<file path="src/rtl/pic_pkg.sv">
// Shared definitions for the interrupt sequencer: sequencer states and request-line constants.
// Latency: n/a (types and constants only).
// Backpressure: n/a.
package pic_pkg;

    localparam int NUM_IR = 8;
    localparam int ID_W   = 3;

    // Id returned when an acknowledge finds no request left to serve.
    localparam logic [ID_W-1:0] SPURIOUS_ID = 3'd7;

    typedef enum logic [1:0] {
        ST_IDLE = 2'd0,
        ST_REQ  = 2'd1,
        ST_ACK1 = 2'd2
    } state_t;

endpackage

</file>
<file path="src/rtl/priority_resolver.sv">
// Lowest-index encoder: reports whether any bit is set and the index of the lowest set bit.
// Latency: combinational, zero cycles.
// Backpressure: none; pure function of its input.
module priority_resolver
    import pic_pkg::*;
(
    input  logic [NUM_IR-1:0] req,
    output logic              vld,
    output logic [ID_W-1:0]   id
);

    // Scan from the top so the lowest set index is the last one written.
    always_comb begin
        vld = |req;
        id  = '0;
        for (int i = NUM_IR - 1; i >= 0; i--) begin
            if (req[i]) begin
                id = ID_W'(i);
            end
        end
    end

endmodule

</file>
<file path="src/rtl/interrupt_sequencer.sv">
// Priority interrupt sequencer: edge-latched requests, nested in-service tracking, two-pulse acknowledge.
// Latency: ir_req edge -> irr next cycle; pending -> int_out one cycle later; vector strobe the cycle after the second inta.
// Backpressure: none; the CPU paces the sequence with inta and eoi pulses, and requests wait in irr.
module interrupt_sequencer
    import pic_pkg::*;
#(
    parameter logic [4:0] VECTOR_BASE = 5'b00001,
    parameter bit         AUTO_EOI    = 1'b0
) (
    input  logic              clk,
    input  logic              rst,
    input  logic [NUM_IR-1:0] ir_req,
    input  logic [NUM_IR-1:0] imr,
    input  logic              inta,
    input  logic              eoi,
    output logic              int_out,
    output logic [7:0]        vector_out,
    output logic              vector_valid,
    output logic [NUM_IR-1:0] irr,
    output logic [NUM_IR-1:0] isr
);

    state_t            state, state_n;
    logic [NUM_IR-1:0] prev_req;
    logic [NUM_IR-1:0] irr_n, isr_n;
    logic [ID_W-1:0]   cap_id, cap_id_n;
    logic              cap_spur, cap_spur_n;
    logic              int_n;
    logic [7:0]        vec_n;
    logic              vec_vld_n;

    logic              win_vld;
    logic [ID_W-1:0]   win_id;
    logic              srv_vld;
    logic [ID_W-1:0]   srv_id;
    logic              pending;

    // Highest-priority unmasked request.
    priority_resolver u_win (
        .req (irr & ~imr),
        .vld (win_vld),
        .id  (win_id)
    );

    // Highest-priority in-service level; also the bit a non-specific EOI retires.
    priority_resolver u_srv (
        .req (isr),
        .vld (srv_vld),
        .id  (srv_id)
    );

    // Only a strictly higher priority than everything in service may interrupt (nesting).
    assign pending = win_vld && !(srv_vld && (srv_id <= win_id));

    // Next-state, request/service register updates and acknowledge outputs.
    always_comb begin
        state_n    = state;
        // New rising edges set, a low level clears; since a set needs ir_req high the clear always wins.
        irr_n      = (irr | (ir_req & ~prev_req)) & ir_req;
        isr_n      = isr;
        cap_id_n   = cap_id;
        cap_spur_n = cap_spur;
        vec_n      = '0;
        vec_vld_n  = 1'b0;

        if (eoi && srv_vld) begin
            isr_n[srv_id] = 1'b0;
        end

        case (state)
            ST_IDLE: begin
                if (inta) begin
                    cap_id_n   = SPURIOUS_ID;
                    cap_spur_n = 1'b1;
                    state_n    = ST_ACK1;
                end else if (pending) begin
                    state_n = ST_REQ;
                end
            end
            ST_REQ: begin
                if (inta) begin
                    if (pending) begin
                        isr_n[win_id] = 1'b1;
                        irr_n[win_id] = 1'b0;
                        cap_id_n      = win_id;
                        cap_spur_n    = 1'b0;
                    end else begin
                        cap_id_n   = SPURIOUS_ID;
                        cap_spur_n = 1'b1;
                    end
                    state_n = ST_ACK1;
                end else if (!pending) begin
                    state_n = ST_IDLE;
                end
            end
            ST_ACK1: begin
                if (inta) begin
                    vec_n     = {VECTOR_BASE, cap_id};
                    vec_vld_n = 1'b1;
                    if (AUTO_EOI && !cap_spur) begin
                        isr_n[cap_id] = 1'b0;
                    end
                    state_n = ST_IDLE;
                end
            end
            default: begin
                state_n = ST_IDLE;
            end
        endcase

        int_n = (state_n == ST_REQ);
    end

    // State and output registers; reset abandons any sequence in flight.
    always_ff @(posedge clk or posedge rst) begin
        if (rst) begin
            state        <= ST_IDLE;
            prev_req     <= '0;
            irr          <= '0;
            isr          <= '0;
            cap_id       <= '0;
            cap_spur     <= 1'b0;
            int_out      <= 1'b0;
            vector_out   <= '0;
            vector_valid <= 1'b0;
        end else begin
            state        <= state_n;
            prev_req     <= ir_req;
            irr          <= irr_n;
            isr          <= isr_n;
            cap_id       <= cap_id_n;
            cap_spur     <= cap_spur_n;
            int_out      <= int_n;
            vector_out   <= vec_n;
            vector_valid <= vec_vld_n;
        end
    end

endmodule

</file>
<file path="config.mk">
export PLATFORM = sky130hd
export DESIGN_NAME = interrupt_sequencer
export DESIGN_NICKNAME = d
export VERILOG_FILES = /design/src/rtl/pic_pkg.sv /design/src/rtl/priority_resolver.sv /design/src/rtl/interrupt_sequencer.sv
export SDC_FILE = /design/constraint.sdc
export NUM_CORES = 1
export LEC_CHECK = 0
export CORE_ASPECT_RATIO = 0.9
export CORE_MARGIN = 8
export CORE_UTILIZATION = 35
export CTS_BUF_LIST = sky130_fd_sc_hd__clkbuf_4 sky130_fd_sc_hd__clkbuf_8
export DETAILED_ROUTE_END_ITERATION = 8
export PLACE_DENSITY = 0.64
export REMOVE_ABC_BUFFERS = 1
export SYNTH_ARGS = -nofsm -noshare
export SYNTH_HDL_FRONTEND = slang
export SYNTH_SLANG_ARGS = --single-unit
</file>
<file path="constraint.sdc">
create_clock -name clk -period 2.7 [get_ports clk]
set_input_delay 0.675 -clock clk [delete_from_list [all_inputs] [get_ports clk]]
set_output_delay 0.675 -clock clk [all_outputs]
set_load 0.01 [all_outputs]
</file>
; Word-level counts from Yosys, hierarchy flattened
; Cells that the tools add are included.
[classes]
magnitude_cmp = 5
eq_ne = 5
mux = 41
n_bitwise = 11
n_reduce_logical = 11
[op_table]
columns = op, n
row1 = $mux W3, 19
row2 = $mux W8, 7
row3 = $and A8 B8 Y8, 5
row4 = $not A8 Y8, 4
row5 = $or A8 B8 Y8, 2
row6 = $reduce_or A8 Y1, 2
row7 = $mux W2, 5
row8 = $lt A3 B4 Y1 const B, 2
row9 = $mux W4, 2
row10 = $demux W1 S3, 2
row11 = $ge A3 B1 Y1 const B, 2
row12 = $pmux W2 S3, 1
row13 = $pmux W3 S2, 1
row14 = $logic_and A1 B1 Y1, 5
row15 = $eq A2 B1 Y1 const B, 2
row16 = $mux W1, 4
row17 = $ne A2 B2 Y1 const B, 2
row18 = $le A3 B3 Y1, 1
row19 = $reduce_and A3 Y1, 1
row20 = $eq A2 B2 Y1 const B, 1
row21 = $logic_not A2 Y1, 1
row22 = $reduce_bool A2 Y1, 1
row23 = $logic_not A1 Y1, 1
[totals]
regBits = 39
output_inout_bits = 26
word_cells = 81

; Longest topological paths before layout
[logic_depth]
word_depth = 19
mapped_depth = 10
mapped_depth_nobuf = 9

; Modules after synthesis
; A second synthesis with hierarchy kept.
[hier_totals]
cells_unflattened = 166
hier_area_um2 = 1630.3
[modules_own_cells]
columns = mod, instances, cells_per_inst, area_each_um2, seq_area_each_um2
row1 = interrupt_sequencer, 1, 140, 1467.7, 850.8
row2 = priority_resolver, 2, 13, 81.3, 0.0

; Worst setup path before layout
; OpenSTA, ideal clock, no wires.
[synth_timing]
path_kind = input to register
start = in imr[0]
end = reg cap_id[1]
arrival_time_ns = 2.456
required_time_ns = 2.560
slack_ns = 0.104
stages = 10
cell_sequence = nor2b_4 -> or3_4 -> o211a_4 -> inv_1 -> ha_1 -> and3_1 -> a211o_1 -> nand2_1 -> buf_2 -> a31oi_1
[synth_between]
elab_chain_cells = 10
word_cells_on_any_way = 11
cone_classes = order compare: 1 / mux: 4 / bitwise: 2 / reduce/logical: 4
[synth_rtl]
columns = item, line
row1 = "start, declared", interrupt_sequencer.sv:13  ; input logic [NUM_IR-1:0] imr,
row2 = $not A8 Y8 *, interrupt_sequencer.sv:40  ; .req (irr & ~imr),
row3 = $and A8 B8 Y8 *, interrupt_sequencer.sv:40
row4 = $mux W3, priority_resolver.sv:17  ; if (req[i]) begin
row5 = $le A3 B3 Y1, interrupt_sequencer.sv:53  ; assign pending = win_vld && !(srv_vld && (srv_id <= win_id));
row6 = $logic_and A1 B1 Y1, interrupt_sequencer.sv:53
row7 = $logic_not A1 Y1, interrupt_sequencer.sv:53
row8 = $logic_and A1 B1 Y1, interrupt_sequencer.sv:53
row9 = $mux W3 *, interrupt_sequencer.sv:82  ; if (pending) begin
row10 = $mux W3 *, interrupt_sequencer.sv:81  ; if (inta) begin
row11 = $pmux W3 S2 *, interrupt_sequencer.sv:70  ; case (state)
row12 = "end signal, assigned", interrupt_sequencer.sv:131  ; cap_id <= cap_id_n;
row13 = "end, declared", interrupt_sequencer.sv:26  ; logic [ID_W-1:0] cap_id, cap_id_n;
; Mark *: on every way between the ends. The rest lies on a longest branch, timed or not. The select of a mux whose other input is x is not followed.
; A chain may end at the register's enable or synchronous reset.

; Final worst setup path
[layout_timing]
start = in imr[6]
end = reg isr[0]
[layout_between]
elab_chain_cells = 17
word_cells_on_any_way = 23
cone_classes = order compare: 3 / mux: 12 / bitwise: 3 / reduce/logical: 5
[layout_rtl]
columns = item, line
row1 = $not A8 Y8 *, interrupt_sequencer.sv:40
row2 = $and A8 B8 Y8 *, interrupt_sequencer.sv:40
row3 = $mux W3 (7 in a row), priority_resolver.sv:17
row4 = $lt A3 B4 Y1 (not written as such) or $ge A3 B1 Y1 (tied branches), interrupt_sequencer.sv:83  ; isr_n[win_id] = 1'b1;
row5 = $logic_and A1 B1 Y1 (not written as such), interrupt_sequencer.sv:83
row6 = $mux W1 (not written as such), interrupt_sequencer.sv:83
row7 = $demux W1 S3, interrupt_sequencer.sv:83
row8 = $or A8 B8 Y8 (no source line), --
row9 = $mux W8 *, interrupt_sequencer.sv:82
row10 = $mux W8 *, interrupt_sequencer.sv:81
row11 = $mux W8 *, interrupt_sequencer.sv:70
row12 = via isr_n[0], interrupt_sequencer.sv:25  ; logic [NUM_IR-1:0] irr_n, isr_n;
row13 = "end signal, assigned", interrupt_sequencer.sv:130  ; isr <= isr_n;
row14 = "end, declared", interrupt_sequencer.sv:20  ; output logic [NUM_IR-1:0] isr
; Mark *: on every way through the listed nets, which the timed path passes. The rest lies on a longest branch.

==> flow_metrics.tcl <==
set metrics [dict create \
    wl_mm 4.30 \
    cts_root_buffer "clkbuf_8" \
    antenna_cells 0 \
    coreArea_mm2 0.00446 \
    chipWidth_um 87.8 \
    ir_drop_mv 0.278 \
    clk_latency_ns 0.29 \
    synth_top_area_frac 0.523 \
    syn_to_final_growth_pct 56.2 \
    ys_types 41 \
    path_delay_family "buffers and inverters" \
    ys.flop_type "dfrtp_1" \
    numCtsBuffers 5 \
    period_minus_slack_ns 2.60 \
    skew_ns 0.00651 \
    avgViaCountPerCell 4.91 \
    drtAntennaViolNets 0 \
    ctsLongestPathBuffers 2 \
    synth_largest_area_cell "dfrtp_1" \
    layout-drive-gt1-share 0.271 \
    async_flop_share 1.00 \
    holdWs_ns 0.491 \
    postSynthCellCount 157 \
    rsz0062_at_grt "false" \
    clkSinkCount 34 \
    dr.pass1.iters 4 \
    synth_common_cells "dfrtp_1, inv_1, o21ai_0, nor2_1" \
    overflow 0 \
    worst_ep_required_time_ns 2.88 \
    cp_num_buf_inv 4 \
    ys_ff_latch 34 \
    dieHeight_um 80.7 \
    worst_slack_ns 0.105 \
    r2r_cells 11 \
    ys_seq_area_frac 0.523 \
    worstSetupPathType "in -> reg" \
    max_cap_violations 0 \
    critPathArrivalTime_ns 2.77 \
    place_hpwl_mm 3.05 \
    yosysWarnings 0 \
    synth-edff-count 0 \
    initial_core_util 0.364 \
    crit_slowest_cell "clkdlybuf4s50_1" \
    cpPeakStageDelay_ns 0.39 \
    pre_cts_ws_ns -0.452 \
    end_kind "register" \
    p_per_area_mw_per_mm2 560 \
    fmax_ghz 0.385 \
    design_area_mm2 0.00254 \
    rows 23 \
    cp-start-kind "primary input" \
    syn_avg_cell_area_um2 10.4 \
    dieArea_mm2 0.00708 \
    synthTopCellsByArea "dfrtp_1, o21ai_0, inv_1, a31oi_1, nor2b_4" \
    path_max_fanout 6 \
    port_buffers 41 \
    htreeDepth 2 \
    antenna_found_initial 0 \
    avgRoutedWirePerCell_um 14.8 \
    leakage_nw 1.12 \
    synthMostInstantiatedCell "dfrtp_1" \
    timing.final.crit_share 0.961 \
    setup_viol 0 \
    synth_area_mm2 0.00163 \
    cp_cell_sequence "clkdlybuf4s50_1, nand2b_4, buf_4, a31oi_4, o211a_4, inv_4, ha_4, and3_4, a211o_1, nand2_2, buf_6, a22o_2" \
    holdPathEnd "vector_out[2]$_DFF_PP0_" \
    relSlewSlack 0.647 \
    grt_pass1_vias 1464 \
    hold_viol 0 \
    gp_congestion 0.843 \
    reg2reg_to "cap_id[1]$_DFFE_PP0P_" \
    grt_use_total 0.129 \
    drt_iter0_drc 88 \
    worstMarginPinSlew_ns 0.525 \
    cts.clk_slew.worst_paths_ns 0.07 \
    ioPinCount 46 \
    final_util 0.569 \
    layout.nets 251 \
    status "complete, no violations" \
    grt_pass1_wl_mm 7.03 \
    dr_total_vias 1429 \
    r2r-start "irr[4]$_DFF_PP0_" \
    drc_errors 0 \
    tritoncts "built" \
    grt_max_degree 35 \
    rrSetupSlack_ns 0.23 \
    dpl_cell_area_mm2 0.00224 \
    cts_hold_buf 0 \
    maxSlewViolCount 0 \
    min_from "cap_id[2]$_DFFE_PP0P_" \
    hold_path_depth 1 \
    holdCritPathClass "reg -> reg" \
]
## state kept, by name, summed over array words and instances (netlist names)
register / flops
cap_id: 3
int_out: 1
irr: 8
isr: 8
prev_req: 8
state: 2
vector_out: 4
## cell families after synthesis
kind of cell    after synthesis  share of synthesized area
simple gates                 55                      0.208
compound gates               44                      0.185
flops                        34                      0.523
buf+inv                      20                     0.0585
fa+ha+maj                     3                     0.0231
other cells                   1                    0.00231
## final cells by class
type | count | area (um2)
Fill cell | 386 | 1920
Sequential cell | 34 | 851
Multi-Input combinational cell | 106 | 825
Timing Repair Buffer | 67 | 622
Tap cell | 62 | 77.6
Clock buffer | 5 | 68.8
Inverter | 14 | 55.1
Clock inverter | 3 | 40.0
## metrics by stage
step | std cells | total power [mW] | TNS [ns]
final | 291 | 1.42 | 0
after global routing | 291 | 1.49 | 0
after CTS | 291 | 1.42 | 0
after detailed placement | 277 | 0.905 | -8.59
after global placement | 277 | 0.903 | -7.82
after floorplan | 154 | 0.735 | 0
## metal layers
metal | up-vias | part of all wire | wire length [um] | track usage
met5 | - | 0 | 0 | 0
met4 | 0 | 0.017 | 73 | 0.0549
met3 | 8 | 0.076 | 328 | 0.0520
met2 | 45 | 0.43 | 1840 | 0.183
met1 | 681 | 0.48 | 2060 | 0.169
li1 | 695 | - | - | -
## report_power, final
part / internal (mW) / switching [mW]
registers: 0.554 / 0.0297
clock network: 0.272 / 0.190
logic: 0.204 / 0.172
total: 1.03 / 0.392
## layout by cell type (no fill, tap or decap), drive strengths merged, types with 4 or more instances in the layout
cell type      synthesis  layout
clkdlybuf4s50          0      35
dfrtp                 34      34
buf                    6      26
o21ai                 15      15
inv                   14      14
nor2                  10      10
nor2b                  8       8
a31oi                  7       7
a21oi                  7       7
and2                   6       6
clkbuf                 0       5
dlygate4sd2            0       5
nand2                  5       5
nand2b                 5       5
nor3                   4       4
conb                   1       4
## what timing repair did
item | CTS | global route
endpoints found under the setup margin | 21 | 17
endpoints found under the hold margin | 0 | 0
cloned | 1 | 0
buffers inserted | 5 | 2
gates resized for setup | 24 | 11
pin swaps | 5 | 7
## worst max-delay path by stage
| stage | from | slack [ns] | cells past startpoint | endpoint |
|---|---|---|---|---|
| 6_report | imr[6] | 0.10 | 12 | isr[0]$_DFF_PP0_ |
| 5_1_grt | imr[6] | 0.004 | 11 | cap_id[1]$_DFFE_PP0P_ |
| 4_1_cts | imr[6] | 0.01 | 13 | isr[4]$_DFF_PP0_ |
| 3_5_place_dp | imr[0] | -0.45 | 11 | irr[4]$_DFF_PP0_ |
| 3_3_place_gp | imr[6] | -0.42 | 11 | isr[4]$_DFF_PP0_ |
| 2_1_floorplan | imr[0] | 0.10 | 9 | isr[4]$_DFF_PP0_ |
Power figures use the tool's default switching activity.
==> RTL change 1 (same flow settings) <==
The package constant `NUM_IR` goes from 8 to 16.
--- a/src/rtl/pic_pkg.sv
+++ b/src/rtl/pic_pkg.sv
@@ -5,3 +5,3 @@
 
-    localparam int NUM_IR = 8;
+    localparam int NUM_IR = 16;
     localparam int ID_W   = 3;
Interface: changed (resized imr, ir_req, irr and isr); port bits go from 46 to 78. The function was not compared with the original's and may differ.
==> RTL change 1 against the original RTL <==
The run now ends with negative setup slack left; die area increased by 35%; first-iteration DRC count up 31%; worst setup slack worse by 0.12 ns; clock skew decreased by 0.0021 ns; total power rose by 100%; area after synthesis increased by 44%; sequential cell count is 16 higher; wire length up 47%; clock power grew 38%; design area increased by 48%; synthesized cell count rose by 39%; largest cell class unchanged.
==> RTL change 1: results (changes against the original RTL) <==
STA
  • Final setup margin: -0.01449 ns (-0.1190 ns)
  • Max-slew headroom at the worst pin: 0.6451 (-0.001879)
  • Setup-failing EPs final: 2 (+2)

GRT
  • Largest net degree at the start of global routing: 29 (-17%)
  • GRT Total Usage: 0.1333 (+0.003935)

Run status
  • Run status: finished with violations
  • Failing checks: negative setup slack

Setup path
  • Delay-heaviest family, CP: compound AO/OA/AOI/OAI gates
  • Slowest stage cell, crit path: o311a_1
  • Reg-to-reg startpoint: irr[11]
  • Critical Path Fanout Max: 4 (-2)
  • Worst setup startpoint: imr[12]

Place
  • DP Area: 3263 sq um (+45%)
  • Port Buffers: 65 (+59%)
  • Placed insts: 399 (+44%)

Final layout
  • Final-stage net count: 369 (+47%)
  • Largest registers: irr (16), prev_req (16), isr (8)
  • Share of layout cells above drive strength 1: 0.3474 (+0.07669)

Detailed routing
  • Via count: 1935 (+35%)
  • DR iter-0 viols: 115 (+31%)

Synthesis
  • Synth cell count leaders: 50 x dfrtp_1, 21 x inv_1, 15 x nor2b_1
  • Distinct cells, synth: 45 (+9.8%)
  • Post-synthesis sequential area ratio: 0.5362 (+0.01271)

Power
  • Max IR drop VDD: 292.0 uV (+4.9%)

CTS
  • CTS clk-pin slew, worst paths: 0.09 ns (+0.02 ns)
## RTL change 1: cell types whose count changed in the layout (fill, tap and decap cells not counted), moves of 5 or more
cell | before | now
dfrtp_1 | 34 | 49
a21o_1 | 0 | 5
inv_1 | 13 | 19
a21boi_0 | 0 | 8
buf_4 | 23 | 41
conb_1 | 4 | 12
clkdlybuf4s50_1 | 35 | 51
## RTL change 1: per-layer routing
layer / up-vias / global-route usage / wire (microns)
li1: 947 / - / -
met1: 919 / 0.1689 / 2652
met2: 61 / 0.2125 / 3119
met3: 8 / 0.03563 / 452
met4: 0 / 0.04762 / 81
met5: - / 0 / 0
## RTL change 1: kinds of logic after synthesis
group / after synthesis / share of synthesized area
other: 1 / 0.001607
buffers and inverters: 35 / 0.07721
adders and majority gates: 3 / 0.01609
and+or+nand+nor: 79 / 0.2139
AOI/OAI and AO/OA: 50 / 0.1550
DFF: 50 / 0.5362
## RTL change 1: worst min-delay path by stage
stage,cells past startpoint,slack [ns],from,to
4_1_cts,1,0.44,prev_req[10],irr[10]
3_3_place_gp,1,0.41,prev_req[8],irr[8]
3_5_place_dp,1,0.42,prev_req[10],irr[10]
2_1_floorplan,1,0.41,prev_req[10],irr[10]
5_1_grt,1,0.45,prev_req[10],irr[10]
6_report,1,0.43,prev_req[14],irr[14]
## RTL change 1: area by class of cell
class	instances	share of cell area
Sequential cell	50	0.3326
Multi-Input combinational cell	144	0.3243
Timing Repair Buffer	107	0.2535
Tap cell	90	0.02990
Clock buffer	6	0.02193
Inverter	22	0.02193
Clock inverter	2	0.01595
## RTL change 1: power by group
part           internal, uW  switching [uW]
Combinational           698             563
Sequential              853            85.6
Clock                   395             243
Total                  1950             892
## RTL change 1: what timing repair did
action,4_1_cts,5_1_grt
gates resized for setup,67,26
setup endpoints to repair,21,19
pin swaps,19,12
buffers inserted,7,7
## RTL change 1: stage by stage
step / power (uW) / hold WS [ns] / setup WS (ns) / utilization
finish: 2837 / 0.4307 / -0.01449 / 0.5780
global route: 3017 / 0.4488 / -0.08887 / 0.5780
CTS: 2691 / 0.4372 / 0.008329 / 0.5534
detailed placement: 1808 / 0.4240 / -0.8625 / 0.5008
global placement: 1792 / 0.4104 / -0.7629 / 0.5008
floorplan: 1386 / 0.4064 / -0.2602 / -
==> RTL change 2 (same settings) <==
Without the edit above. Add an input register stage for `ir_req`, `imr`, `inta` and `eoi`, cleared by the reset; this delays them by one clock. Comments in the files are not updated.
--- a/src/rtl/interrupt_sequencer.sv
+++ b/src/rtl/interrupt_sequencer.sv
@@ -22,2 +22,21 @@
 
+    logic [NUM_IR-1:0] ir_req_q;
+    logic [NUM_IR-1:0] imr_q;
+    logic inta_q;
+    logic eoi_q;
+
+    always_ff @(posedge clk or posedge rst) begin
+        if (rst) begin
+            ir_req_q <= '0;
+            imr_q    <= '0;
+            inta_q   <= '0;
+            eoi_q    <= '0;
+        end else begin
+            ir_req_q <= ir_req;
+            imr_q    <= imr;
+            inta_q   <= inta;
+            eoi_q    <= eoi;
+        end
+    end
+
     state_t            state, state_n;
@@ -39,3 +58,3 @@
     priority_resolver u_win (
-        .req (irr & ~imr),
+        .req (irr & ~imr_q),
         .vld (win_vld),
@@ -58,3 +77,3 @@
         // New rising edges set, a low level clears; since a set needs ir_req high the clear always wins.
-        irr_n      = (irr | (ir_req & ~prev_req)) & ir_req;
+        irr_n      = (irr | (ir_req_q & ~prev_req)) & ir_req_q;
         isr_n      = isr;
@@ -65,3 +84,3 @@
 
-        if (eoi && srv_vld) begin
+        if (eoi_q && srv_vld) begin
             isr_n[srv_id] = 1'b0;
@@ -71,3 +90,3 @@
             ST_IDLE: begin
-                if (inta) begin
+                if (inta_q) begin
                     cap_id_n   = SPURIOUS_ID;
@@ -80,3 +99,3 @@
             ST_REQ: begin
-                if (inta) begin
+                if (inta_q) begin
                     if (pending) begin
@@ -96,3 +115,3 @@
             ST_ACK1: begin
-                if (inta) begin
+                if (inta_q) begin
                     vec_n     = {VECTOR_BASE, cap_id};
@@ -127,3 +146,3 @@
             state        <= state_n;
-            prev_req     <= ir_req;
+            prev_req     <= ir_req_q;
             irr          <= irr_n;
Formal check against the unedited RTL: not equivalent (Yosys sat finds a counterexample within 4 cycles, from zero or initial values and one cycle with rst high).
==> RTL change 2 against the original RTL <==
Design area is 6.2% higher; combinational power is 75% higher; global-route usage is 2.4 points lower; area after synthesis is 28% higher; sequential cell count is 18 higher; wire length is 2.9% lower; total power is 51% higher; core utilization is 9.8 points lower; worst setup slack better by 0.13 ns; largest cell class unchanged.
==> RTL change 2: results (changes against the original RTL) <==
Run status
  • Run status: finished, final reports clean

GRT
  • Met3 usage: 0.04482 (-0.007166)
  • GRT Total Usage: 0.1058 (-0.02357)
  • Vias in the first global route: 1578 (+7.8%)
  • Largest net degree at the start of global routing: 28 (-20%)

Setup path
  • Reg2Reg Depth: 9 (-2)
  • Worst Setup EP: irr[5]

Synthesis
  • Distinct cells, synth: 42 (+2.4%)
  • Post-synthesis sequential area ratio: 0.6250 (+0.1015)
  • Synth Area in Compound Gates: 0.1316 (-0.05315)
  • FF+latch count, synth: 52 (+53%)
  • Top post-synthesis cells by area: dfrtp_1 63%, nand2b_1 3.0%, inv_1 2.7%

Power
  • Net Sw Frac: 0.3041 (+0.02848)
  • Max IR drop VDD: 433.8 uV (+56%)
  • Pwr Total: 2142 uW (+51%)
  • Clock group: 533 uW (+15%)

Place
  • GPL Wtd Cong: 0.7802 (-7.5%)

CTS
  • Setup bufs post-CTS: 0 (-5)
  • Worst-skew pair later-pin latency: 0.31 ns (+0.02 ns)

Final layout
  • Sequential cell area share: 0.4826 (+0.1475)
  • ClkCell Share: 0.04130 (-0.001579)
  • Multi-input gate area: 690.7 sq um (-16%)

Detailed routing
  • DR iter-0 viols: 71 (-19%)

STA
  • Slew @ Worst Pin: 0.5845 ns (+0.05986 ns)
  • Clock Skews: 0.005894 ns (-0.0006193 ns)
## RTL change 2: changes by cell type after synthesis, moves of 3 or more
cell,unedited run,this run
nor4_2,0,3
nor3_1,4,0
nand2b_1,5,10
a31oi_1,7,0
dfrtp_1,34,52
o21ai_0,14,11
## RTL change 2: worst max-delay path, stage by stage (launching register included)
cell,delay [ns]
dfrtp_1,0.42
nor2b_4,0.14
or2_2,0.39
a21o_1,0.19
ha_1,0.29
nand3b_1,0.07
a32oi_1,0.31
o211ai_4,0.19
nor2_2,0.25
a21oi_1,0.10
## RTL change 2: worst min path at each step
stage / from / to / slack [ns] / cells after the start
after detailed placement: ir_req_q[2] / prev_req[2] / 0.36 / 0
after global placement: ir_req_q[2] / prev_req[2] / 0.36 / 0
after floorplan: ir_req_q[0] / prev_req[0] / 0.35 / 0
after global routing: ir_req_q[2] / prev_req[2] / 0.39 / 0
final: ir_req_q[2] / prev_req[2] / 0.37 / 0
after CTS: ir_req_q[2] / prev_req[2] / 0.38 / 0
